===== src/rtl/ifetch_unit_if.sv =====
// Handshake bundle between the fetch unit, instruction memory and decode.
// slave = fetch unit side, master = memory/decode/branch-resolution side.
interface ifetch_unit_if;
   logic        redirect_valid;
   logic [31:0] redirect_pc;

   logic        imem_req_valid;
   logic        imem_req_ready;
   logic [31:0] imem_req_addr;

   logic        imem_rsp_valid;
   logic [31:0] imem_rsp_data;

   logic        instr_valid;
   logic        instr_ready;
   logic [31:0] instr_data;
   logic [31:0] instr_pc;

   modport slave (
      input  redirect_valid, redirect_pc,
      output imem_req_valid, imem_req_addr,
      input  imem_req_ready,
      input  imem_rsp_valid, imem_rsp_data,
      output instr_valid, instr_data, instr_pc,
      input  instr_ready
   );

   modport master (
      output redirect_valid, redirect_pc,
      input  imem_req_valid, imem_req_addr,
      output imem_req_ready,
      output imem_rsp_valid, imem_rsp_data,
      input  instr_valid, instr_data, instr_pc,
      output instr_ready
   );
endinterface


===== src/rtl/ifetch_unit.sv =====
// Fetch PC owner: credit-limited imem requests, in-order responses into a PC-tagged buffer for decode.
// Response visible to decode one cycle after arrival; requests stall when buffer+in-flight reach FIFO_DEPTH.
module ifetch_unit #(
   parameter logic [31:0] RESET_PC   = 32'h0000_0000,
   parameter int          FIFO_DEPTH = 4,
   parameter logic [31:0] PC_STEP    = 32'd4
) (
   input  logic         clk,
   input  logic         reset,
   ifetch_unit_if.slave bus
);
   localparam int PTR_W = $clog2(FIFO_DEPTH);
   localparam int CNT_W = PTR_W + 1;
   localparam int SUM_W = CNT_W + 1;

   typedef struct packed {
      logic [31:0] pc;
      logic [31:0] data;
   } entry_t;

   logic [31:0]      fetch_pc_q, fetch_pc_d;
   logic [31:0]      rsp_pc_q, rsp_pc_d;
   logic [CNT_W-1:0] outstanding_q, outstanding_d;
   logic [CNT_W-1:0] drop_cnt_q, drop_cnt_d;
   logic [CNT_W-1:0] count_q, count_d;
   logic [PTR_W-1:0] rd_ptr_q, rd_ptr_d;
   logic [PTR_W-1:0] wr_ptr_q, wr_ptr_d;
   entry_t           mem_q [FIFO_DEPTH];
   entry_t           mem_d [FIFO_DEPTH];

   logic   credit_ok;
   logic   req_valid;
   logic   req_fire;
   logic   instr_valid;
   logic   pop;
   logic   rsp_drop;
   logic   push;
   entry_t head;

   // Buffered entries plus in-flight requests never exceed the buffer size,
   // so every response is guaranteed a free slot.
   assign credit_ok   = ({1'b0, count_q} + {1'b0, outstanding_q}) < SUM_W'(FIFO_DEPTH);
   assign req_valid   = reset && credit_ok && !bus.redirect_valid;
   assign req_fire    = req_valid && bus.imem_req_ready;
   assign instr_valid = reset && (count_q != '0) && !bus.redirect_valid;
   assign pop         = instr_valid && bus.instr_ready;
   assign rsp_drop    = bus.imem_rsp_valid && (drop_cnt_q != '0);
   assign push        = bus.imem_rsp_valid && (drop_cnt_q == '0) && !bus.redirect_valid;
   assign head        = mem_q[rd_ptr_q];

   assign bus.imem_req_valid = req_valid;
   assign bus.imem_req_addr  = reset ? fetch_pc_q : RESET_PC;
   assign bus.instr_valid    = instr_valid;
   assign bus.instr_data     = reset ? head.data : '0;
   assign bus.instr_pc       = reset ? head.pc   : '0;

   always_comb begin
      fetch_pc_d    = fetch_pc_q;
      rsp_pc_d      = rsp_pc_q;
      drop_cnt_d    = drop_cnt_q;
      count_d       = count_q;
      rd_ptr_d      = rd_ptr_q;
      wr_ptr_d      = wr_ptr_q;
      mem_d         = mem_q;
      outstanding_d = outstanding_q + CNT_W'(req_fire) - CNT_W'(bus.imem_rsp_valid);

      if (bus.redirect_valid) begin
         // Everything still in flight belongs to the old path, including a
         // response landing in this very cycle.
         fetch_pc_d = bus.redirect_pc;
         rsp_pc_d   = bus.redirect_pc;
         drop_cnt_d = outstanding_q - CNT_W'(bus.imem_rsp_valid);
         count_d    = '0;
         rd_ptr_d   = '0;
         wr_ptr_d   = '0;
      end else begin
         if (req_fire) begin
            fetch_pc_d = fetch_pc_q + PC_STEP;
         end
         if (rsp_drop) begin
            drop_cnt_d = drop_cnt_q - CNT_W'(1);
         end
         if (push) begin
            mem_d[wr_ptr_q] = '{pc: rsp_pc_q, data: bus.imem_rsp_data};
            wr_ptr_d        = wr_ptr_q + PTR_W'(1);
            rsp_pc_d        = rsp_pc_q + PC_STEP;
         end
         if (pop) begin
            rd_ptr_d = rd_ptr_q + PTR_W'(1);
         end
         count_d = count_q + CNT_W'(push) - CNT_W'(pop);
      end
   end

   always_ff @(posedge clk or negedge reset) begin
      if (!reset) begin
         fetch_pc_q    <= RESET_PC;
         rsp_pc_q      <= RESET_PC;
         outstanding_q <= '0;
         drop_cnt_q    <= '0;
         count_q       <= '0;
         rd_ptr_q      <= '0;
         wr_ptr_q      <= '0;
         for (int i = 0; i < FIFO_DEPTH; i++) begin
            mem_q[i] <= '0;
         end
      end else begin
         fetch_pc_q    <= fetch_pc_d;
         rsp_pc_q      <= rsp_pc_d;
         outstanding_q <= outstanding_d;
         drop_cnt_q    <= drop_cnt_d;
         count_q       <= count_d;
         rd_ptr_q      <= rd_ptr_d;
         wr_ptr_q      <= wr_ptr_d;
         mem_q         <= mem_d;
      end
   end
endmodule


===== src/flat_wrapper.sv =====
// flat-port wrapper written by rule: the top's interface ports become plain ports
module ifetch_unit_flat 
#(
   parameter logic [31:0] RESET_PC   = 32'h0000_0000,
   parameter int          FIFO_DEPTH = 4,
   parameter logic [31:0] PC_STEP    = 32'd4
)
  (clk, reset, bus_redirect_valid, bus_redirect_pc, bus_imem_req_valid, bus_imem_req_addr, bus_imem_req_ready, bus_imem_rsp_valid, bus_imem_rsp_data, bus_instr_valid, bus_instr_data, bus_instr_pc, bus_instr_ready);
  ifetch_unit_if bus_i ();
  input  logic clk;
  input  logic reset;
  input wire logic [$bits(bus_i.redirect_valid)-1:0] bus_redirect_valid;
  input wire logic [$bits(bus_i.redirect_pc)-1:0] bus_redirect_pc;
  output wire logic [$bits(bus_i.imem_req_valid)-1:0] bus_imem_req_valid;
  output wire logic [$bits(bus_i.imem_req_addr)-1:0] bus_imem_req_addr;
  input wire logic [$bits(bus_i.imem_req_ready)-1:0] bus_imem_req_ready;
  input wire logic [$bits(bus_i.imem_rsp_valid)-1:0] bus_imem_rsp_valid;
  input wire logic [$bits(bus_i.imem_rsp_data)-1:0] bus_imem_rsp_data;
  output wire logic [$bits(bus_i.instr_valid)-1:0] bus_instr_valid;
  output wire logic [$bits(bus_i.instr_data)-1:0] bus_instr_data;
  output wire logic [$bits(bus_i.instr_pc)-1:0] bus_instr_pc;
  input wire logic [$bits(bus_i.instr_ready)-1:0] bus_instr_ready;
  assign bus_i.redirect_valid = bus_redirect_valid;
  assign bus_i.redirect_pc = bus_redirect_pc;
  assign bus_imem_req_valid = bus_i.imem_req_valid;
  assign bus_imem_req_addr = bus_i.imem_req_addr;
  assign bus_i.imem_req_ready = bus_imem_req_ready;
  assign bus_i.imem_rsp_valid = bus_imem_rsp_valid;
  assign bus_i.imem_rsp_data = bus_imem_rsp_data;
  assign bus_instr_valid = bus_i.instr_valid;
  assign bus_instr_data = bus_i.instr_data;
  assign bus_instr_pc = bus_i.instr_pc;
  assign bus_i.instr_ready = bus_instr_ready;
  ifetch_unit #(.RESET_PC(RESET_PC), .FIFO_DEPTH(FIFO_DEPTH), .PC_STEP(PC_STEP)) u_core (.clk(clk), .reset(reset), .bus(bus_i));
endmodule

===== config.mk =====
export PLATFORM = sky130hd
export DESIGN_NAME = ifetch_unit_flat
export DESIGN_NICKNAME = d
export VERILOG_FILES = /design/src/rtl/ifetch_unit_if.sv /design/src/rtl/ifetch_unit.sv /design/src/flat_wrapper.sv
export SDC_FILE = /design/constraint.sdc
export NUM_CORES = 1
export LEC_CHECK = 0
export CAP_MARGIN = 40
export CORE_ASPECT_RATIO = 0.9
export CORE_MARGIN = 2
export CORE_UTILIZATION = 30
export DETAILED_ROUTE_END_ITERATION = 8
export PLACE_DENSITY_LB_ADDON = 0.25
export SLEW_MARGIN = 20
export SYNTH_ARGS = -nofsm -noshare
export SYNTH_HDL_FRONTEND = slang
export SYNTH_SLANG_ARGS = --single-unit

===== constraint.sdc =====
create_clock -name clk -period 2.8 [get_ports clk]
set_clock_uncertainty 0.05 [all_clocks]
set_input_delay 0.28 -clock clk [delete_from_list [all_inputs] [get_ports clk]]
set_output_delay 0.28 -clock clk [all_outputs]
set_load 0.03 [all_outputs]

After elaboration in Yosys (flattened, before gate mapping):

Cells that the tools add are included.

* logic and storage cells: 72
* register bits: 333
* input port bits: 70
* output and inout bits: 98

* add/sub/neg operators: 11
* reductions and logical operators: 19
* muxes and demuxes: 20
* $lt $le $gt $ge: 4
* bitwise operators: 3

Operators by type and width (number)
* $bwmux W256: 1
* $mux W32: 7
* $mux W64: 3
* $bmux W64 S2: 1
* $demux W64 S2: 1
* $add A32 B3 Y32 const B: 2
* $logic_and A1 B1 Y1: 10
* $mux W3: 3
* $sub A3 B1 Y3: 3
* $mux W2: 4
* $reduce_bool A2 Y1: 4
* $add A3 B1 Y3: 2
* $ge A3 B3 Y1 const B: 2
* $not A2 Y3: 2
* $reduce_bool A3 Y1: 2
* $add A2 B1 Y2 const B: 2
* $add A3 B3 Y4: 1
* $lt A4 B3 Y1 const B: 1
* $logic_not A3 Y1: 1
* $lt A3 B1 Y1 const B: 1
* $sub A3 B1 Y3 const B: 1
* $reduce_and A2 Y1: 1
* $logic_not A1 Y1: 1
* $not A1 Y1: 1

Logic depth before layout (Yosys ltp):

* word-level depth: 7
* gate-level depth with buffers: 10
* depth with buffers taken out: 10

Least setup slack after synthesis:

OpenSTA, ideal clock, no wires.

* path kind: register to register
* start: register u_core.count_q[2]
* end: register u_core.outstanding_q[2]
* required time: 2.625 ns
* arrival time: 2.309 ns
* setup time: 0.125 ns
* period minus slack after synthesis: 2.484 ns
* buffers on the path: 1
* stages on the path, launching flop included: 11
* setup slack: 0.316 ns
* cells stage by stage: dfrtp_1 ha_1 nor3_2 nand4_4 inv_2 clkbuf_1 ha_1 inv_1 fa_1 xnor2_1 xnor2_1

* cells in the longest elaborated chain, start to end: 7

Ends and longest elaborated chain
* start, declared: line ifetch_unit.sv:25 `logic [CNT_W-1:0] count_q, count_d;`
* start signal, assigned: line ifetch_unit.sv:112 `count_q <= count_d;`
* $add A3 B3 Y4: line ifetch_unit.sv:42 `assign credit_ok = ({1'b0, count_q} + {1'b0, outstanding_q}) < SUM_W'(FIFO_DEPTH);`
* $lt A4 B3 Y1: line ifetch_unit.sv:42
* $logic_and A1 B1 Y1 (2 in series): line ifetch_unit.sv:43 `assign req_valid = reset && credit_ok && !bus.redirect_valid;`
* $logic_and A1 B1 Y1: line ifetch_unit.sv:44 `assign req_fire = req_valid && bus.imem_req_ready;`
* $add A3 B1 Y3: line ifetch_unit.sv:65 `outstanding_d = outstanding_q + CNT_W'(req_fire) - CNT_W'(bus.imem_rsp_valid);`
* $sub A3 B1 Y3: line ifetch_unit.sv:65
* named net u_core.outstanding_d[2]: line ifetch_unit.sv:23 `logic [CNT_W-1:0] outstanding_q, outstanding_d;`
* end signal, assigned: line ifetch_unit.sv:110 `outstanding_q <= outstanding_d;`
* end, declared: line ifetch_unit.sv:23

The timed path passes the listed nets, and every way through them passes these cells.
A chain may end at the register's enable or synchronous reset.

Worst setup path in the final report:

* start: register u_core.rd_ptr_q[0]
* end: output port bus_instr_pc[9]

* cells in the longest elaborated chain, start to end: 5

Ends and longest elaborated chain
* start, declared: line ifetch_unit.sv:26 `logic [PTR_W-1:0] rd_ptr_q, rd_ptr_d;`
* start signal, assigned: line ifetch_unit.sv:113 `rd_ptr_q <= rd_ptr_d;`
* $not A2 Y3 (not written as such): line ifetch_unit.sv:49 `assign head = mem_q[rd_ptr_q];`
* $bmux W64 S2: line ifetch_unit.sv:49
* $mux W64 (not written as such) (2 in series): line ifetch_unit.sv:49
* $mux W32: line ifetch_unit.sv:55 `assign bus.instr_pc = reset ? head.pc : '0;`
* end, declared: line flat_wrapper.sv:21 `output wire logic [$bits(bus_i.instr_pc)-1:0] bus_instr_pc;`

No other way between the ends. The select of a mux whose other input is x is not followed.

==> run_results.csv <==
group,metric,value,unit
status,outcome,"finished clean",
setup_path,r2r-end,"u_core.outstanding_q[2]",
finish,drive_above_1_share,34.8,%
placed_design,port_buffers,167,
route,wl_per_cell,19.3,um
pwr,irDropWorstVdd,0.368,mV
placed_design,routabilityCongestion,0.768,
clock_tree,cts_tree,"yes",
timing,finalSetupTns,0,ns
synth,syn-num-nets,1318,
setup_path,crit_required,2.47,ns
floorplanning,pin_count,168,
grt,grt_pass1_vias,11100,
finish,layout.nets,1488,
placed_design,post_dp_cell_area,18900,um2
floorplanning,fp.dieW,247,um
clock_tree,cts-root-buf,"clkbuf_16",
min_path,whs_endpoint,"u_core.count_q[1]",
finish,layout_commonest_cell,"dfrtp_1",
route,routed_wl,41000,um
synth,synthArstFlopShare,100,%
clock_tree,clk_latency,0.57,ns
route,firstDrtPassIters,4,
setup_path,crit_path_start_kind,"flip-flop",
synth,synthDominantCellAreaShare,52.2,%
timing,relSlewSlack,53.4,%
min_path,min_path_cells,3,
setup_path,r2r_slack,0.38,ns
grt,grt_pass1_wl,65500,um
timing,drv_slew,0,
synth,synth.area.top_cells,"dfrtp_1, mux2_2, mux4_2",
placed_design,preCtsSetupSlack,0.401,ns
clock_tree,h-tree-depth,2,
finish,area_growth,27.1,%
timing,rsz0062_at_grt,"true",
placed_design,dp_hpwl,27300,um
finish,diodes,0,
synth,yosys.cell_types.count,58,
timing,worst_pin_slew,0.699,ns
pwr,leakagePower,0.00917,uW
floorplanning,fp.dieH,223,um
min_path,hold_path.class,"input pin to flip-flop",
clock_tree,clock_sinks,333,
grt,grtUsageTotal,15.3,%
timing,min_period_over_period,96.8,%
timing,finalSetupViolations,0,
floorplanning,coreArea,52900,um2
synth,yosys.area.top_type,"dfrtp_1",
floorplanning,dieArea,55100,um2
setup_path,cp_max_fo,10,
flow_run,cap_violations,0,
finish,layout_common_cells,"dfrtp_1, mux2_2, and2_1, nand2_1, clkdlybuf4s50_1",
setup_path,crit_path_end_kind,"primary output",
floorplanning,start_util,30.2,%
clock_tree,numCtsBuffers,40,
synth,synth_edf_count,0,
finish,fin_util,38.4,%
timing,layout_min_cycle_time,2.71,ns
synth,yosysSeqAreaShare,52.2,%
synth,syn_area_per_cell,13.0,um2
route,drc_errors,0,
setup_path,worstRegToRegCells,9,
grt,grt_overflow,0,
synth,synth_ff_type,"dfrtp_1",
synth,synth_area,16000,um2
min_path,worstHoldStart,"bus_redirect_valid",
grt,antenna_found_initial,1,
route,vias,10400,
timing,finalWorstSetupSlack,0.0891,ns
synth,synth_warnings,0,
finish,fin_area,20300,um2
route,ant_nets,0,
clock_tree,clk_pin_slew_worst_paths,0.06,ns
synth,ys_ff_latch,333,
grt,grt_max_degree,137,
clock_tree,cts_buffer_depth,3,
pwr,power_density,777,nW/um2
floorplanning,rows,80,
setup_path,worstSetupPathType,"flip-flop to primary output",
setup_path,critPathArrivalTime,2.38,ns
timing,hold_violations,0,
timing,clock.fmax,369,MHz
synth,synthCells,1230,
route,drt_iter0_markers,523,
pwr,p_total,15800,uW
route,vias_per_cell,4.88,
setup_path,crit-reg2reg-launch,"u_core.count_q[2]",
==> logic make-up after synthesis <==
| group | count (synthesis) | synth area share, % |
|---|---|---|
| flops | 333 | 52.2 |
| xor+xnor | 43 | 2.36 |
| fa+ha+maj | 18 | 1.50 |
| buf+inv | 109 | 2.77 |
| compound gates | 99 | 3.67 |
| simple gates | 316 | 11.1 |
| mux | 312 | 26.5 |
==> synthesized netlist by cell type, types with 2 or more instances <==
cell	number
nand4_4	2
buf_2	12
ha_1	16
o211ai_1	11
nand3_1	30
o311ai_0	8
fa_1	2
mux4_2	64
nor2b_1	2
o21ai_1	3
nor4_2	3
xor2_1	9
o21ai_0	55
nor4_1	2
a311oi_1	2
a31oi_1	4
and4_1	5
nand4_1	15
clkbuf_1	37
a21o_1	3
or3_1	3
inv_1	27
or4_1	2
and2_1	99
mux2_2	247
nand2b_1	2
nand2_1	89
buf_1	28
and2_2	2
dfrtp_1	333
nor3_1	13
a21oi_1	10
xnor2_1	34
and3_1	7
nor2_1	26
==> power by group <==
group / internal, uW / leakage [uW] / switching (uW) / total [uW]
Clock: 3130 / 0.000643 / 2070 / 5190
Combinational: 2260 / 0.00414 / 1900 / 4160
Sequential: 5800 / 0.00439 / 639 / 6440
Total: 11200 / 0.00917 / 4600 / 15800
==> how the worst max path moves through the flow <==
| stage | end | from | slack, ns |
|---|---|---|---|
| after detailed placement | u_core.rsp_pc_q[26] | bus_imem_rsp_valid | 0.40 |
| final | bus_instr_pc[9] | u_core.rd_ptr_q[0] | 0.09 |
| after floorplan | u_core.outstanding_q[2] | u_core.count_q[2] | 0.32 |
| after global placement | u_core.rsp_pc_q[31] | bus_imem_rsp_valid | 0.41 |
| after CTS | bus_instr_pc[9] | u_core.rd_ptr_q[0] | 0.01 |
| after global routing | bus_instr_data[0] | u_core.rd_ptr_q[0] | -0.01 |
==> layer usage <==
metal	up-vias	wire length [um]	global-route usage, %
met2	175	19000	23.9
met4	2	937	4.64
met5	-	16	0
met1	5355	19300	21.7
li1	4757	-	-
met3	61	1820	2.78
==> critical path: stages, from the launching register on <==
cell and delay [ns]:
dfrtp_4 0.46, buf_4 0.21, buf_8 0.19, mux4_2 0.58
and2_1 0.20, buf_4 0.16
==> cell type report <==
cell class	count	area [um2]
fillers	5103	32500
inverters	29	109
clock inverters	12	171
well taps	697	872
clock buffers	56	1140
multi-input cells	788	7230
flip-flops and latches	333	8340
repair buffers	208	2450
==> per-stage QoR <==
step / hold WS [ns] / instances
after CTS: 0.200 / 2123
after global routing: 0.245 / 2123
after detailed placement: 0.207 / 2048
after global placement: 0.205 / 2048
after floorplan: -0.0656 / 1230
final: 0.221 / 2123
==> flip-flops by register name, indices dropped and copies added, names as in the netlist <==
signal                flops
u_core.rd_ptr_q           2
u_core.mem_q            256
u_core.outstanding_q      3
u_core.fetch_pc_q        32
u_core.count_q            3
u_core.wr_ptr_q           2
u_core.drop_cnt_q         3
u_core.rsp_pc_q          32
==> what timing repair did <==
action                                  CTS  global route
hold buffers                              7             0
resized for setup                        34             2
hold endpoints to repair                 98             0
buffers inserted                          0             0
endpoints found under the setup margin   35             3
(Power assumes the default switching activity.)
